[config.mk]
export PLATFORM = sky130hd
export DESIGN_NAME = exe_muldiv
export DESIGN_NICKNAME = d
export VERILOG_FILES = /design/src/rtl/exe_muldiv.sv
export SDC_FILE = /design/constraint.sdc
export NUM_CORES = 1
export LEC_CHECK = 0
export ABC_AREA = 1
export CORE_MARGIN = 10
export CORE_UTILIZATION = 30
export CTS_BUF_LIST = sky130_fd_sc_hd__clkbuf_16
export DETAILED_ROUTE_END_ITERATION = 10
export SLEW_MARGIN = 20
export SYNTH_ARGS = -nofsm -noshare
export SYNTH_HDL_FRONTEND = slang
export SYNTH_SLANG_ARGS = --single-unit
[constraint.sdc]
create_clock -name clk -period 3.38 [get_ports clk]
set_input_delay 0.507 -clock clk [delete_from_list [all_inputs] [get_ports clk]]
set_output_delay 0.507 -clock clk [all_outputs]
set_load 0.01 [all_outputs]
[src/rtl/exe_muldiv.sv]
// EXE-stage iterative multiply/divide unit with architectural HI/LO.
// Also services MFHI/MFLO/MTHI/MTLO and registers the move-from result for EXE/MEM.
module exe_muldiv #(
    parameter int unsigned WIDTH = 32
) (
    input  logic             clk,
    input  logic             rst,
    input  logic             valid_in,
    input  logic [WIDTH-1:0] pc_in,
    input  logic [WIDTH-1:0] instruction_in,
    input  logic [WIDTH-1:0] rs_data,
    input  logic [WIDTH-1:0] rt_data,
    input  logic             flush,
    output logic             stall_req,
    output logic [WIDTH-1:0] result,
    output logic             result_valid,
    output logic [WIDTH-1:0] pc_out,
    output logic [WIDTH-1:0] hi,
    output logic [WIDTH-1:0] lo,
    output logic             busy
);

    localparam int unsigned CW = $clog2(WIDTH);
    localparam logic [CW-1:0] LAST = CW'(WIDTH - 1);

    localparam logic [5:0] F_MFHI  = 6'h10;
    localparam logic [5:0] F_MTHI  = 6'h11;
    localparam logic [5:0] F_MFLO  = 6'h12;
    localparam logic [5:0] F_MTLO  = 6'h13;
    localparam logic [5:0] F_MULT  = 6'h18;
    localparam logic [5:0] F_DIVU  = 6'h1B;

    typedef enum logic [1:0] {IDLE, BUSY, DONE} state_t;

    state_t state, state_next;

    logic [CW-1:0]      count;
    logic               is_rtype, is_muldiv, start, accept_mv;
    logic [5:0]         funct;
    logic               sign_a, sign_b;
    logic [WIDTH-1:0]   mag_a, mag_b;

    logic               op_div, neg_res, neg_rem, div_zero;
    logic [WIDTH-1:0]   op_a, acc_hi, acc_lo;

    logic [WIDTH:0]     mul_sum, div_shift, div_diff;
    logic               div_ge;
    logic [2*WIDTH-1:0] prod, prod_fix;
    logic [WIDTH-1:0]   quo_fix, rem_fix;

    always_comb begin
        is_rtype  = (instruction_in[31:26] == 6'd0);
        funct     = instruction_in[5:0];
        is_muldiv = is_rtype && (funct >= F_MULT) && (funct <= F_DIVU);
        start     = (state == IDLE) && valid_in && is_muldiv && !flush;
        accept_mv = (state == IDLE) && valid_in && is_rtype && !flush && !start;

        // funct[0] clear selects the signed variants (MULT/DIV)
        sign_a = !funct[0] && rs_data[WIDTH-1];
        sign_b = !funct[0] && rt_data[WIDTH-1];
        mag_a  = sign_a ? ('0 - rs_data) : rs_data;
        mag_b  = sign_b ? ('0 - rt_data) : rt_data;
    end

    always_comb begin
        mul_sum   = {1'b0, acc_hi} + (acc_lo[0] ? {1'b0, op_a} : '0);
        div_shift = {acc_hi, acc_lo[WIDTH-1]};
        div_diff  = div_shift - {1'b0, op_a};
        div_ge    = (div_shift >= {1'b0, op_a});

        prod     = {acc_hi, acc_lo};
        prod_fix = neg_res ? ('0 - prod) : prod;
        // a zero divisor yields an all-ones quotient regardless of sign handling
        quo_fix  = div_zero ? '1 : (neg_res ? ('0 - acc_lo) : acc_lo);
        rem_fix  = neg_rem ? ('0 - acc_hi) : acc_hi;
    end

    always_ff @(posedge clk) begin
        if (rst) state <= IDLE;
        else     state <= state_next;
    end

    always_comb begin
        state_next = state;
        case (state)
            IDLE:    if (start) state_next = BUSY;
            BUSY:    if (flush) state_next = IDLE;
                     else if (count == LAST) state_next = DONE;
            DONE:    state_next = IDLE;
            default: state_next = IDLE;
        endcase
        stall_req = start || (state == BUSY);
        busy      = (state != IDLE);
    end

    // Iteration datapath: acc_hi/acc_lo form the product (multiply) or remainder/quotient (divide)
    always_ff @(posedge clk) begin
        if (start) begin
            op_div   <= funct[1];
            neg_res  <= sign_a ^ sign_b;
            neg_rem  <= sign_a;
            div_zero <= funct[1] && (rt_data == '0);
            acc_hi   <= '0;
            op_a     <= funct[1] ? mag_b : mag_a;
            acc_lo   <= funct[1] ? mag_a : mag_b;
        end else if (state == BUSY) begin
            if (op_div) begin
                acc_hi <= div_ge ? div_diff[WIDTH-1:0] : div_shift[WIDTH-1:0];
                acc_lo <= {acc_lo[WIDTH-2:0], div_ge};
            end else begin
                acc_hi <= mul_sum[WIDTH:1];
                acc_lo <= {mul_sum[0], acc_lo[WIDTH-1:1]};
            end
        end
    end

    always_ff @(posedge clk) begin
        if (rst) begin
            count        <= '0;
            hi           <= '0;
            lo           <= '0;
            result       <= '0;
            result_valid <= 1'b0;
            pc_out       <= '0;
        end else begin
            result_valid <= 1'b0;
            case (state)
                IDLE: begin
                    if (start) begin
                        count <= '0;
                    end else if (accept_mv) begin
                        case (funct)
                            F_MFHI: begin
                                result       <= hi;
                                result_valid <= 1'b1;
                                pc_out       <= pc_in;
                            end
                            F_MFLO: begin
                                result       <= lo;
                                result_valid <= 1'b1;
                                pc_out       <= pc_in;
                            end
                            F_MTHI:  hi <= rs_data;
                            F_MTLO:  lo <= rs_data;
                            default: ;
                        endcase
                    end
                end
                BUSY: if (!flush) count <= count + 1'b1;
                DONE: begin
                    if (!flush) begin
                        if (op_div) begin
                            hi <= rem_fix;
                            lo <= quo_fix;
                        end else begin
                            hi <= prod_fix[2*WIDTH-1:WIDTH];
                            lo <= prod_fix[WIDTH-1:0];
                        end
                    end
                end
                default: ;
            endcase
        end
    end

endmodule

==> flow_metrics.py, run 1 <==
metrics = {
    "outcome": {
        "outcome": "finished clean",
    },
    "die": {
        "die_w_um": 280,
        "floorplan.initialDensity_pct": 30.2,
        "dieArea_sq_mm": 0.0784,
        "ios": 263,
        "core_sq_mm": 0.0670,
        "rows": 95,
        "dieHeight_um": 280,
    },
    "global_route": {
        "grt-ovfl-total": 0,
        "antenna_found_initial": 1,
        "grt_pass1_wl_um": 136000,
        "grt.total_usage_pct": 22.5,
        "met2_usage_pct": 37.1,
        "met1_usage_pct": 29.7,
        "first_global_vias": 21500,
        "busiest_layer": "met2",
        "grt_max_degree": 74,
        "use_met3_pct": 3.29,
    },
    "synthesis": {
        "synth_top_area_share_pct": 18.7,
        "synth_area_sq_mm": 0.0203,
        "ys_warn_count": 0,
        "ys.flop_type": "dfxtp_1",
        "avgSynthCellArea_sq_um": 5.85,
        "ys_ff_latch": 236,
        "syn_nets": 3670,
        "seq_area_frac_synth_pct": 26.7,
        "netlist-cell-type-count": 48,
        "synth_area_leaders": "nand2_1, dfxtp_1, edfxtp_1",
        "synthArstFlopShare_pct": 0,
        "synth_top_area_cell": "nand2_1",
        "synth_cells": 3466,
        "synth-edff-count": 68,
    },
    "hold_path": {
        "hp-class": "flip-flop to flip-flop",
    },
    "detailed_routing": {
        "vias_per_cell": 5.15,
        "route.detailed.drc": 0,
        "drt-total-wl_um": 92300,
        "num_vias": 23600,
        "ant_nets": 0,
        "drt_first_pass_iters": 8,
        "wl_per_cell_um": 20.2,
        "first_iter_violations": 2503,
    },
    "setup_path": {
        "reg2reg_depth": 16,
        "cp_max_fo": 14,
        "critical_path_class": "flip-flop to flip-flop",
        "crit_path_end_kind": "flip-flop",
        "reg2reg_from": "acc_lo[0]",
        "cp-endpoint": "acc_hi[26]",
        "startpoint_type": "flip-flop",
        "cp_data_required_time_ps": 3880,
        "worstSetupStartpoint": "acc_lo[0]",
        "worstPathArrival_ps": 3560,
        "r2r-end": "acc_hi[26]",
        "rrSetupSlack_ps": 320,
    },
    "clocking": {
        "ctsResizeCount": 0,
        "cts_tree": "yes",
        "cts_buffer_depth": 3,
        "insertion_delay_ps": 600,
        "cts_setup_buffers": 0,
        "htreeDepth": 1,
        "hold_buffers": 0,
        "root_buffer": "clkbuf_16",
        "cts-buffers-inserted": 28,
        "clkTransAtPathRegs_ps": 60,
        "cts.sink_count": 236,
    },
    "placement": {
        "portBuffers": 242,
        "hpwlAfterDp_um": 75800,
        "place_congestion": 0.988,
    },
    "cells_and_area": {
        "multi_input_area_sq_mm": 0.0126,
        "fillers": 7501,
        "final_common_cell": "nand2_1",
        "layout_common_cells": "nand2_1, inv_1, nor2_1, nand3_1, o21ai_0",
        "num_antenna_cells": 0,
        "register_area_sq_mm": 0.00541,
        "area_delta_synth_final_pct": 22.1,
        "drive_gt1_share_pct": 4.21,
        "nNetsFinal": 3887,
    },
    "sta": {
        "period_share_pct": 90.5,
        "slew_headroom_pct": 47.8,
        "rsz0062_at_grt": "no",
        "fmax_mhz": 327,
        "drv_slew": 0,
        "fin_skew_ps": 48.7,
        "period_needed_ps": 3060,
        "tns_ps": 0,
        "tightest_slew_ps": 784,
        "hold_viol": 0,
        "setup_viol": 0,
    },
    "pwr": {
        "power_leakage_nw": 11.8,
        "vdd_drop_max_mv": 0.356,
        "power_density_mw_per_mm2": 269,
        "finalPower_mw": 6.65,
    },
    "job": {
        "max_cap_violations": 0,
    },
}
layer usage:
layer	share of wire [%]	routed length, um
met3	7.6	7030
met5	0	0
met4	3.6	3300
met2	47	42900
met1	42	39000
cells in the mapped netlist (4+ instances only):
| library cell | n |
|---|---|
| nor3_1 | 34 |
| nand2_1 | 1012 |
| clkbuf_1 | 92 |
| o21bai_1 | 4 |
| nand3b_1 | 11 |
| nor2_1 | 448 |
| buf_4 | 4 |
| o211ai_1 | 40 |
| o21ai_1 | 18 |
| edfxtp_1 | 68 |
| nand4_1 | 52 |
| inv_2 | 9 |
| inv_1 | 463 |
| nor4_1 | 9 |
| buf_1 | 16 |
| ha_1 | 70 |
| dfxtp_1 | 168 |
| nand2_2 | 5 |
| a32oi_1 | 7 |
| xor2_1 | 57 |
| a31oi_1 | 27 |
| o21ai_0 | 270 |
| a21o_1 | 7 |
| or2_2 | 5 |
| xnor2_1 | 10 |
| nand3_1 | 275 |
| o21a_1 | 6 |
| nor2_2 | 6 |
| a21oi_1 | 220 |
| buf_2 | 16 |
power breakdown:
group          switching [mW]  total [mW]  internal (mW)
Sequential            0.00868        2.92           2.91
Combinational           0.522       0.809          0.287
Clock                    1.34        2.92           1.59
sequential cells by signal (all words and copies together), names as in the netlist:
register / cells
lo: 32
hi: 32
state: 2
acc_lo: 32
op_div: 1
div_zero: 1
result_valid: 1
pc_out: 32
acc_hi: 32
op_a: 32
neg_res: 1
result: 32
neg_rem: 1
count: 5
cell type report:
class,count,share of cell area (%)
multi-input combinational,2624,50.7
clock buffer,28,2.83
tap,873,4.41
sequential,236,21.8
timing repair buffer,318,12.4
clock inverter,22,0.616
inverter,475,7.20
worst max-delay path, stage by stage (launching register included):
cell	delay, ps
edfxtp_1	670
nand2_1	160
inv_1	50
ha_1	370
nand2_1	140
nor2_1	340
nand2_1	90
nand3_1	280
nand2_1	90
nand2_1	210
nand2_1	130
nand2_1	90
nand2_1	50
nand3_1	100
nand3_1	90
nand2_1	80
inv_1	30
logic make-up (layout without fill, tap and decap cells):
kind of cell / Yosys count / after routing / share of synthesized area, %
flip-flops: 236 / 236 / 26.7
buffers and inverters: 606 / 843 / 11.5
AND/OR/NAND/NOR: 1872 / 1872 / 38.1
XOR/XNOR: 67 / 67 / 2.89
AO/OA/AOI/OAI: 613 / 613 / 16.3
adder cells (fa/ha/maj): 72 / 72 / 4.52
worst min-delay path by stage:
stage               startpoint         end  slack, ps  cells past startpoint
floorplan             count[4]    count[4]        450                      2
global placement     result[0]   result[0]        450                      2
detailed placement  result[31]  result[31]        450                      2
CTS                 result[31]  result[31]        460                      2
global route        result[27]  result[27]        480                      2
finish              result[22]  result[22]        460                      2
metrics by stage:
| step | setup slack, ps | cells | hold WS (ps) | util [%] | instance area, sq um |
|---|---|---|---|---|---|
| after floorplan | 495 | 3466 | 448 | - | 20300 |
| after global placement | 305 | 4526 | 453 | 35.7 | 23900 |
| after detailed placement | 276 | 4526 | 455 | 35.7 | 23900 |
| after CTS | 406 | 4576 | 465 | 36.9 | 24800 |
| after global routing | 43.4 | 4576 | 479 | 36.9 | 24800 |
| final | 319 | 4576 | 465 | 36.9 | 24800 |
Power figures use the tool's default switching activity.
==> run 2, diff against run 1 <==
--- a/config.mk
+++ b/config.mk
@@ -10,6 +10,7 @@
 export CORE_UTILIZATION = 30
 export CTS_BUF_LIST = sky130_fd_sc_hd__clkbuf_16
 export DETAILED_ROUTE_END_ITERATION = 10
+export PLACE_DENSITY = 0.5
 export SLEW_MARGIN = 20
 export SYNTH_ARGS = -nofsm -noshare
 export SYNTH_HDL_FRONTEND = slang
==> constraint.sdc (replaced) <==
create_clock -name clk -period 2.65 [get_ports clk]
set_input_delay 0.3975 -clock clk [delete_from_list [all_inputs] [get_ports clk]]
set_output_delay 0.3975 -clock clk [all_outputs]
set_load 0.01 [all_outputs]
==> flow_metrics.py, run 2 (synthesis gave the netlist of run 1 again) <==
metrics = {
    "outcome": {
        "outcome": "finished clean",
    },
    "clocking": {
        "clkTransAtPathRegs_ps": 70,
        "root_buffer": "clkbuf_16",
        "cts-buffers-inserted": 29,
        "cts_buffer_depth": 3,
        "cts.sink_count": 236,
        "cts_tree": "yes",
        "insertion_delay_ps": 590,
        "htreeDepth": 1,
    },
    "setup_path": {
        "critical_path_class": "flip-flop to flip-flop",
        "crit_path_end_kind": "flip-flop",
        "worstPathArrival_ps": 3070,
        "cp_max_fo": 4,
        "startpoint_type": "flip-flop",
        "cp_data_required_time_ps": 3130,
    },
    "sta": {
        "hold_viol": 0,
        "rsz0062_at_grt": "yes",
        "fin_skew_ps": 26.2,
        "period_share_pct": 97.9,
        "setup_viol": 0,
        "tightest_slew_ps": 713,
        "tns_ps": 0,
        "drv_slew": 0,
        "fmax_mhz": 386,
        "hold_ws_ps": 398,
        "slew_headroom_pct": 52.0,
        "period_needed_ps": 2590,
    },
    "global_route": {
        "grt-ovfl-total": 0,
        "grt.total_usage_pct": 24.5,
        "grt_pass1_wl_um": 146000,
        "grt_max_degree": 62,
        "antenna_found_initial": 4,
        "first_global_vias": 23000,
    },
    "die": {
        "rows": 95,
        "dieHeight_um": 280,
        "die_w_um": 280,
        "ios": 263,
        "core_sq_mm": 0.0670,
        "floorplan.initialDensity_pct": 30.2,
        "dieArea_sq_mm": 0.0784,
    },
    "cells_and_area": {
        "fin_cells": 4857,
        "area_delta_synth_final_pct": 36.2,
        "fillers": 7396,
        "nNetsFinal": 4161,
        "register_area_sq_mm": 0.00541,
        "final_common_cell": "nand2_1",
        "multi_input_area_sq_mm": 0.0132,
        "drive_gt1_share_pct": 14.0,
        "layout_common_cells": "nand2_1, inv_1, nor2_1, buf_4, nand3_1",
    },
    "placement": {
        "hpwlAfterDp_um": 83000,
        "place_congestion": 0.980,
        "placed_cells": 4790,
        "portBuffers": 242,
    },
    "detailed_routing": {
        "route.detailed.drc": 0,
        "drt-total-wl_um": 100000,
        "first_iter_violations": 2176,
        "drt_first_pass_iters": 7,
        "ant_nets": 0,
        "wl_per_cell_um": 20.6,
        "vias_per_cell": 5.03,
        "num_vias": 24400,
    },
    "job": {
        "max_cap_violations": 0,
    },
    "pwr": {
        "finalPower_mw": 8.82,
        "vdd_drop_max_mv": 0.439,
        "power_leakage_nw": 13.2,
        "power_density_mw_per_mm2": 319,
    },
    "hold_path": {
        "hp-class": "input pin to flip-flop",
    },
}
run 2: cell types whose count changed in the layout (fill, tap and decap cells not counted), sizes merged:
cell           delta
buf             +273
inv               +5
diode             +4
clkbuf            +3
clkinv            -3
bufinv            -1
clkdlybuf4s50     -1
dlymetal6s2s      +1
run 2: power breakdown:
part | internal (mW) | leakage [nW] | switching, mW
Combinational | 0.497 | 10.8 | 0.726
Sequential | 3.71 | 1.96 | 0.00740
Clock | 2.12 | 0.468 | 1.75
Total | 6.33 | 13.2 | 2.49
run 2: path summary, 6_finish.rpt:
path,start,end,slack [ps],depth (start not counted)
setup / recovery,op_a[27],acc_hi[31],60,18
hold / removal,pc_in[5],pc_out[5],400,3
setup reg to reg,op_a[27],acc_hi[31],60,18
hold reg to reg,result[17],result[17],460,2
run 2: critical path, stage by stage, from the launching register on:
cell and delay, ps:
edfxtp_1 610, inv_2 120, ha_4 270, nand2_2 90, inv_1 40, nand2_1 60, nand2_1 90, a21oi_2 140
nand2_1 80, nor2_2 150, nand2_2 100, buf_6 140, nand2_2 110, buf_4 180, nand2_1 60, nand2_1 60
nand3_1 70, nand2_1 70, inv_1 30
run 2: through the flow:
stage	util [%]	worst slack [ps]	area, sq um
6_report	41.2	56.1	27600
5_1_grt	41.2	-48.4	27600
4_1_cts	40.3	2.77	27000
3_5_place_dp	38.8	-337	26000
3_3_place_gp	38.8	-327	26000
2_1_floorplan	-	98.8	20300
run 2: cell type report:
cell class | count | area share (%)
diodes | 4 | 0.0363
clock buffers | 31 | 2.81
clock inverters | 23 | 0.444
inverters | 475 | 6.47
multi-input cells | 2624 | 47.7
flip-flops and latches | 236 | 19.6
well taps | 873 | 3.96
repair buffers | 591 | 19.0
run 2: what timing repair did:
action	CTS	global route
endpoints found under the setup margin	21	47
hold buffers	0	0
resized for setup	26	143
pin swaps	1	18
setup buffers	1	8
hold endpoints to repair	0	0
run 2: metal layers:
metal  GRT usage [%]  up-vias  routed length (um)
met4            10.1        4                4760
li1                -    12200                   -
met1            31.4    11200               42300
met2            40.2      824               46000
met5               0        -                  34
met3            4.19      187                7120
